File: config.mk
export PLATFORM = sky130hd
export DESIGN_NAME = registrador_flat
export DESIGN_NICKNAME = d
export VERILOG_FILES = /design/src/rtl/registrador_if.sv /design/src/rtl/registrador.sv /design/src/flat_wrapper.sv
export SDC_FILE = /design/constraint.sdc
export NUM_CORES = 1
export LEC_CHECK = 0
export ABC_AREA = 1
export ABC_CLOCK_PERIOD_IN_PS = 1800
export CAP_MARGIN = 30
export CORE_AREA = 2 2 39 41
export CTS_CLUSTER_DIAMETER = 100
export DETAILED_ROUTE_END_ITERATION = 10
export DIE_AREA = 0 0 41 43
export PLACE_DENSITY = 0.67
export SLEW_MARGIN = 20
export SYNTH_ARGS = -nofsm -noshare
export SYNTH_HDL_FRONTEND = slang
export SYNTH_SLANG_ARGS = --single-unit
File: constraint.sdc
create_clock -name clkSimulation -period 1.8 [get_ports clkSimulation]
set_input_delay 0.36 -clock clkSimulation [delete_from_list [all_inputs] [get_ports clkSimulation]]
set_output_delay 0.36 -clock clkSimulation [all_outputs]
set_load 0.01 [all_outputs]
File: src/rtl/registrador_if.sv
// Bus bundle for registrador: data, load strobe, write enable and held output.
// The strobe is named clk for legacy compatibility; it is a level signal, not a clock.
interface registrador_if #(
    parameter int WIDTH = 8
);
    logic [WIDTH-1:0] d;
    logic             clk;
    logic             escreve;
    logic [WIDTH-1:0] q;

    modport master (
        output d,
        output clk,
        output escreve,
        input  q
    );

    modport slave (
        input  d,
        input  clk,
        input  escreve,
        output q
    );
endinterface

File: src/rtl/registrador.sv
// Data register loaded on a rising edge of a sampled strobe when the write enable is high.
// Define REGISTRADOR_SYNC_EN to add a 2-flop strobe synchronizer with matching d/escreve delay.
module registrador #(
    parameter int WIDTH = 8
) (
    input  logic          clkSimulation,
    input  logic          rst,
    registrador_if.slave  bus
);

    logic             clk_s;
    logic             clk_prev;
    logic             rise;
    logic [WIDTH-1:0] d_al;
    logic             esc_al;
    logic [WIDTH-1:0] q_reg;

`ifdef REGISTRADOR_SYNC_EN
    logic             clk_p0;
    logic             clk_p1;
    logic             vld_p0;
    logic             vld_p1;
    logic [WIDTH-1:0] d_p0;
    logic [WIDTH-1:0] d_p1;

    // Stage p0/p1: strobe synchronizer, enable delayed alongside it
    always_ff @(posedge clkSimulation) begin
        if (!rst) begin
            clk_p0 <= 1'b0;
            clk_p1 <= 1'b0;
            vld_p0 <= 1'b0;
            vld_p1 <= 1'b0;
        end else begin
            clk_p0 <= bus.clk;
            clk_p1 <= clk_p0;
            vld_p0 <= bus.escreve;
            vld_p1 <= vld_p0;
        end
    end

    always_ff @(posedge clkSimulation) begin
        d_p0 <= bus.d;
        d_p1 <= d_p0;
    end

    assign clk_s  = clk_p1;
    assign d_al   = d_p1;
    assign esc_al = vld_p1;
`else
    assign clk_s  = bus.clk;
    assign d_al   = bus.d;
    assign esc_al = bus.escreve;
`endif

    assign rise = clk_s & ~clk_prev;

    // Output stage: clk_prev resets high so a strobe already high at release is not an edge
    always_ff @(posedge clkSimulation) begin
        if (!rst) begin
            q_reg    <= '0;
            clk_prev <= 1'b1;
        end else begin
            clk_prev <= clk_s;
            if (rise && esc_al) begin
                q_reg <= d_al;
            end
        end
    end

    assign bus.q = q_reg;

endmodule

File: src/flat_wrapper.sv
// flat-port wrapper written by rule: the top's interface ports become plain ports
module registrador_flat 
#(
    parameter int WIDTH = 8
)
  (clkSimulation, rst, bus_d, bus_clk, bus_escreve, bus_q);
  registrador_if #(.WIDTH(WIDTH)) bus_i ();
  input  logic clkSimulation;
  input  logic rst;
  input wire logic [$bits(bus_i.d)-1:0] bus_d;
  input wire logic [$bits(bus_i.clk)-1:0] bus_clk;
  input wire logic [$bits(bus_i.escreve)-1:0] bus_escreve;
  output wire logic [$bits(bus_i.q)-1:0] bus_q;
  assign bus_i.d = bus_d;
  assign bus_i.clk = bus_clk;
  assign bus_i.escreve = bus_escreve;
  assign bus_q = bus_i.q;
  registrador #(.WIDTH(WIDTH)) u_core (.clkSimulation(clkSimulation), .rst(rst), .bus(bus_i));
endmodule
==> impl_metrics.py, run 1 <==
metrics = {
    "sta": {
        "period_needed_ns": 1.481,
        "holdWs_ns": 0.5110,
        "setup_viol": 0,
        "setup_tns_ns": 0,
        "hold_viol": 0,
        "rsz0062_at_grt": "false",
        "fmax_mhz": 675.2,
        "worst_pin_slew_ns": 0.3182,
        "relSlewSlack_pct": 78.72,
        "slew_violations": 0,
        "finalCritPeriodShare_pct": 82.28,
        "worst_slack_ns": 0.3189,
        "skew_ns": 0.002069,
    },
    "clock_network": {
        "cts_buffers": 3,
        "clockRootBuffer": "clkbuf_4",
        "clockBufferDepth": 2,
        "clk_pin_slew_worst_paths_ns": 0.06,
        "cts.sinks": 9,
        "cts.repair.resized": 0,
        "post_cts_buffers": 0,
        "postCtsHoldBufs": 0,
        "htree_num_levels": 1,
        "cts_tree": "built",
        "clk_latency_ns": 0.25,
    },
    "placement": {
        "dp.cells": 88,
        "portBuffers": 19,
        "dp.final_hpwl_um": 548.2,
        "pre_cts_slack_ns": 0.4031,
        "place.gp.congestion": 0.5776,
    },
    "worst_setup_path": {
        "worstSetupStartpointType": "flop",
        "path_cells": "clkdlybuf4s50_1",
        "startpoint": "u_core.bus.q[2]$_SDFFE_PN0P_",
        "critPathMaxFanout": 2,
        "end_kind": "primary output",
        "worstSetupPathType": "flop to primary output",
        "critPathArrivalTime_ns": 1.12,
        "path_buf_inv": 1,
        "cp.required_ns": 1.44,
        "path_delay_family": "buffers and inverters",
        "regToRegStartpoint": "u_core.clk_prev$_SDFF_PN1_",
        "worst_path_largest_cell_delay_ns": 0.54,
        "crit_slowest_cell": "clkdlybuf4s50_1",
    },
    "final_layout": {
        "largest_register_ff_count": 8,
        "fillerInstances": 150,
        "final_common_cell": "clkdlybuf4s50_1",
        "nets": 89,
        "ff_latch_area_um2": 180.2,
        "multi_input_area_um2": 146.4,
        "layout_common_cells": "clkdlybuf4s50_1 (19), nor2_1 (16), nand2_1 (15), inv_1 (10), dfxtp_1 (9)",
        "final_layout_size_suffix_gt1_share_pct": 7.895,
        "utilization_pct": 43.40,
        "layout.cells.non_filler": 92,
        "n_antenna_cell": 0,
        "area_growth_pct": 56.86,
    },
    "power": {
        "internal_power_uw": 330.0,
        "p_seq_share_pct": 49.6,
        "power_density_mw_per_mm2": 704.5,
        "ir_drop_mv": 0.2763,
        "swShare_pct": 22.01,
        "switchingPower_uw": 93.14,
        "leakagePower_nw": 0.2919,
        "p_clk_share_pct": 35.8,
        "comb_power_share_pct": 14.6,
    },
    "run": {
        "cap_viol_max_count": 0,
    },
    "synth": {
        "ys_ff_latch": 9,
        "syn-num-nets": 67,
        "synth_warnings": 0,
        "synth_cell_types": 8,
        "syn_area_um2": 382.9,
        "syn_avg_cell_area_um2": 6.961,
        "ys_seq_area_share_pct": 47.06,
        "synth_cells": 55,
    },
    "detailed_routing": {
        "drc": 0,
        "postRouteAntennaNets": 0,
        "vias": 360,
        "drt-total-wl_um": 735,
        "drtPass1Iterations": 2,
        "drt_iter0_drc": 5,
        "wl_per_cell_um": 7.989,
        "viasPerCell": 3.913,
    },
    "global_route": {
        "grt_pass1_vias": 336,
        "grt_usage_pct": 10.06,
        "grt_max_degree": 17,
        "antenna_found_initial": 0,
        "overflow": 0,
        "grt_pass1_wl_um": 1179,
    },
    "min_path": {
        "hold_start": "u_core.bus.q[6]$_SDFFE_PN0P_",
        "hold_class": "flop to flop",
    },
    "outcome": {
        "outcome": "completed",
    },
    "floorplanning": {
        "start_util_pct": 27.67,
        "rows": 14,
        "io_pins": 20,
        "die_h_um": 43,
        "die_w_um": 41,
        "coreArea_mm2": 0.001384,
        "design.die.area_mm2": 0.001763,
    },
}
metrics by stage:
step	power [mW]	area (um2)
floorplan	0.2385	382.9
global placement	0.2758	574.3
detailed placement	0.2768	574.3
CTS	0.4327	600.6
global route	0.4556	600.6
finish	0.4231	600.6
worst paths after layout:
kind	end	slack, ns	cells past startpoint
hold reg to reg	u_core.bus.q[6]$_SDFFE_PN0P_	0.51	4
hold / removal	u_core.bus.q[6]$_SDFFE_PN0P_	0.51	4
setup / recovery	bus_q[2]	0.32	1
setup reg to reg	u_core.bus.q[1]$_SDFFE_PN0P_	0.95	5
cell families (layout without fill, tap and decap cells):
| group | count (synthesis) | after routing | synth area share [%] |
|---|---|---|---|
| DFF | 9 | 9 | 47.06 |
| buffers and inverters | 12 | 33 | 14.71 |
| and+or+nand+nor | 34 | 34 | 38.24 |
synth_stat cells:
cell     number  share of area, %
nand2_2       2               3.3
inv_1        10               9.8
buf_6         1               2.9
nand3_4       1               4.6
nand2_1      15                15
dfxtp_1       9                47
nor2_1       16                16
buf_4         1               2.0
area by class of cell:
cell class              instances  area share, %
multi-input cells              34          24.37
clock buffers                   4          4.375
flip-flops and latches          9          30.00
well taps                      16          3.333
repair buffers                 19          31.67
inverters                      10          6.250
worst register-to-register path, stage by stage (launching register included):
cell and delay, ns:
dfxtp_1 0.29, inv_1 0.08, nand3_4 0.17, nand2_1 0.12
nand2_1 0.05, nor2_1 0.08
layer usage:
metal / GRT usage [%] / vias up / routed length [um]
met3: 3.141 / 0 / 71
met2: 15.00 / 12 / 334
met4: 8.000 / 0 / 0
li1: - / 197 / -
met1: 11.00 / 151 / 329
met5: 0 / - / 0
power by group through the flow:
| stage | sequential (mW) | clock [mW] | combinational [mW] |
|---|---|---|---|
| finish | 0.210 | 0.151 | 0.0618 |
| CTS | 0.210 | 0.160 | 0.0629 |
| floorplan | 0.218 | 0 | 0.0209 |
| global placement | 0.214 | 0 | 0.0615 |
| detailed placement | 0.214 | 0 | 0.0623 |
| global route | 0.211 | 0.176 | 0.0684 |
Power figures use the tool's default switching activity.
==> run 2: changes to the inputs <==
--- a/config.mk
+++ b/config.mk
@@ -6,7 +6,7 @@
 export NUM_CORES = 1
 export LEC_CHECK = 0
 export ABC_AREA = 1
-export ABC_CLOCK_PERIOD_IN_PS = 1800
+export ABC_CLOCK_PERIOD_IN_PS = 1450
 export CAP_MARGIN = 30
 export CORE_AREA = 2 2 39 41
 export CTS_CLUSTER_DIAMETER = 100
==> constraint.sdc (replaced) <==
create_clock -name clkSimulation -period 1.45 [get_ports clkSimulation]
set_input_delay 0.29 -clock clkSimulation [delete_from_list [all_inputs] [get_ports clkSimulation]]
set_output_delay 0.29 -clock clkSimulation [all_outputs]
set_load 0.01 [all_outputs]
==> impl_metrics.py, run 2 (synthesis results as in run 1) <==
metrics = {
    "outcome": {
        "outcome": "completed",
    },
    "clock_network": {
        "cts.sinks": 9,
        "post_cts_buffers": 0,
        "clockRootBuffer": "clkbuf_4",
        "cts_buffers": 3,
        "clk_latency_ns": 0.25,
        "cts.repair.resized": 0,
        "clk_pin_slew_worst_paths_ns": 0.06,
        "cts_tree": "built",
        "htree_num_levels": 1,
        "postCtsHoldBufs": 0,
        "clockBufferDepth": 2,
    },
    "worst_setup_path": {
        "worstSetupPathType": "flop to primary output",
        "critPathMaxFanout": 2,
        "path_buf_inv": 1,
        "worst_path_largest_cell_delay_ns": 0.53,
        "end_kind": "primary output",
        "path_delay_family": "buffers and inverters",
        "path_cells": "clkdlybuf4s50_1",
        "worstSetupStartpointType": "flop",
        "crit_slowest_cell": "clkdlybuf4s50_1",
        "cp.required_ns": 1.16,
        "critPathArrivalTime_ns": 1.11,
    },
    "placement": {
        "place.gp.congestion": 0.5776,
        "portBuffers": 19,
        "dp.final_hpwl_um": 548.2,
        "dpl_cell_area_um2": 574.3,
    },
    "detailed_routing": {
        "drtPass1Iterations": 4,
        "vias": 365,
        "viasPerCell": 3.967,
        "drc": 0,
        "postRouteAntennaNets": 0,
        "drt-total-wl_um": 756,
        "drt_iter0_drc": 4,
        "wl_per_cell_um": 8.217,
    },
    "global_route": {
        "grt_max_degree": 17,
        "grt_usage_pct": 10.06,
        "overflow": 0,
        "grt_pass1_wl_um": 1179,
        "antenna_found_initial": 0,
        "grt_pass1_vias": 336,
    },
    "power": {
        "comb_power_share_pct": 14.3,
        "leakagePower_nw": 0.4156,
        "power_density_mw_per_mm2": 846.7,
        "finalPower_uw": 523.3,
        "switchingPower_uw": 115.6,
        "p_clk_share_pct": 35.9,
        "ir_drop_mv": 0.3407,
        "internal_power_uw": 407.8,
        "swShare_pct": 22.08,
        "p_seq_share_pct": 49.8,
    },
    "sta": {
        "setup_tns_ns": 0,
        "finalCritPeriodShare_pct": 96.88,
        "slew_violations": 0,
        "fmax_mhz": 711.8,
        "period_needed_ns": 1.405,
        "rsz0062_at_grt": "false",
        "setup_viol": 0,
        "worst_pin_slew_ns": 0.3105,
        "hold_viol": 0,
        "relSlewSlack_pct": 79.23,
        "holdWs_ns": 0.5080,
        "skew_ns": 0.001119,
    },
    "floorplanning": {
        "design.die.area_mm2": 0.001763,
        "die_w_um": 41,
        "start_util_pct": 27.67,
        "die_h_um": 43,
        "rows": 14,
        "io_pins": 20,
        "coreArea_mm2": 0.001384,
    },
    "min_path": {
        "hold_class": "flop to flop",
    },
    "final_layout": {
        "finish.instance_area_um2": 618.1,
        "utilization_pct": 44.67,
        "final_common_cell": "nor2_1",
        "n_antenna_cell": 0,
        "final_layout_size_suffix_gt1_share_pct": 7.895,
        "largest_register_ff_count": 8,
        "nets": 89,
        "area_growth_pct": 61.44,
        "layout_common_cells": "nor2_1 (16), nand2_1 (15), clkdlybuf4s50_1 (12), inv_1 (10), dfxtp_1 (9)",
    },
    "run": {
        "cap_viol_max_count": 0,
    },
}
-- run 2: changes by cell type in the layout (fill, tap and decap cells not counted) --
cell             previous run  this run
dlymetal6s2s_1              0         7
clkdlybuf4s50_1            19        12
-- run 2: worst paths after layout --
kind / start / to / slack, ns / depth (start not counted)
hold / removal: u_core.bus.q[6]$_SDFFE_PN0P_ / u_core.bus.q[6]$_SDFFE_PN0P_ / 0.51 / 4
setup / recovery: u_core.bus.q[5]$_SDFFE_PN0P_ / bus_q[5] / 0.05 / 1
setup reg to reg: u_core.clk_prev$_SDFF_PN1_ / u_core.bus.q[1]$_SDFFE_PN0P_ / 0.60 / 5
hold reg to reg: u_core.bus.q[6]$_SDFFE_PN0P_ / u_core.bus.q[6]$_SDFFE_PN0P_ / 0.51 / 4
-- run 2: cell type report --
cell class,instances,area (um2)
flip-flops and latches,9,180.2
multi-input cells,34,146.4
well taps,16,20.02
inverters,10,37.54
repair buffers,19,207.7
fillers,149,765.7
clock buffers,4,26.28
-- run 2: power groups by stage --
stage          Combinational [mW]  Sequential [mW]  Clock (mW)
2_1_floorplan              0.0260            0.270           0
3_3_place_gp               0.0764            0.266           0
3_5_place_dp               0.0774            0.266           0
4_1_cts                    0.0780            0.261       0.198
5_1_grt                    0.0833            0.261       0.219
6_report                   0.0750            0.260       0.188
-- run 2: metal layers --
layer / vias to the layer above / routed length [um] / GRT usage, %
met5: - / 0 / 0
met4: 0 / 0 / 8.000
met3: 0 / 79 / 3.141
met2: 12 / 349 / 15.00
met1: 158 / 328 / 11.00
li1: 195 / - / -
-- run 2: per-stage QoR --
stage	worst slack [ns]	cells
detailed placement	0.1231	88
finish	0.04518	92
global route	0.001552	92
global placement	0.1473	88
CTS	0.02626	92
floorplan	0.6314	55
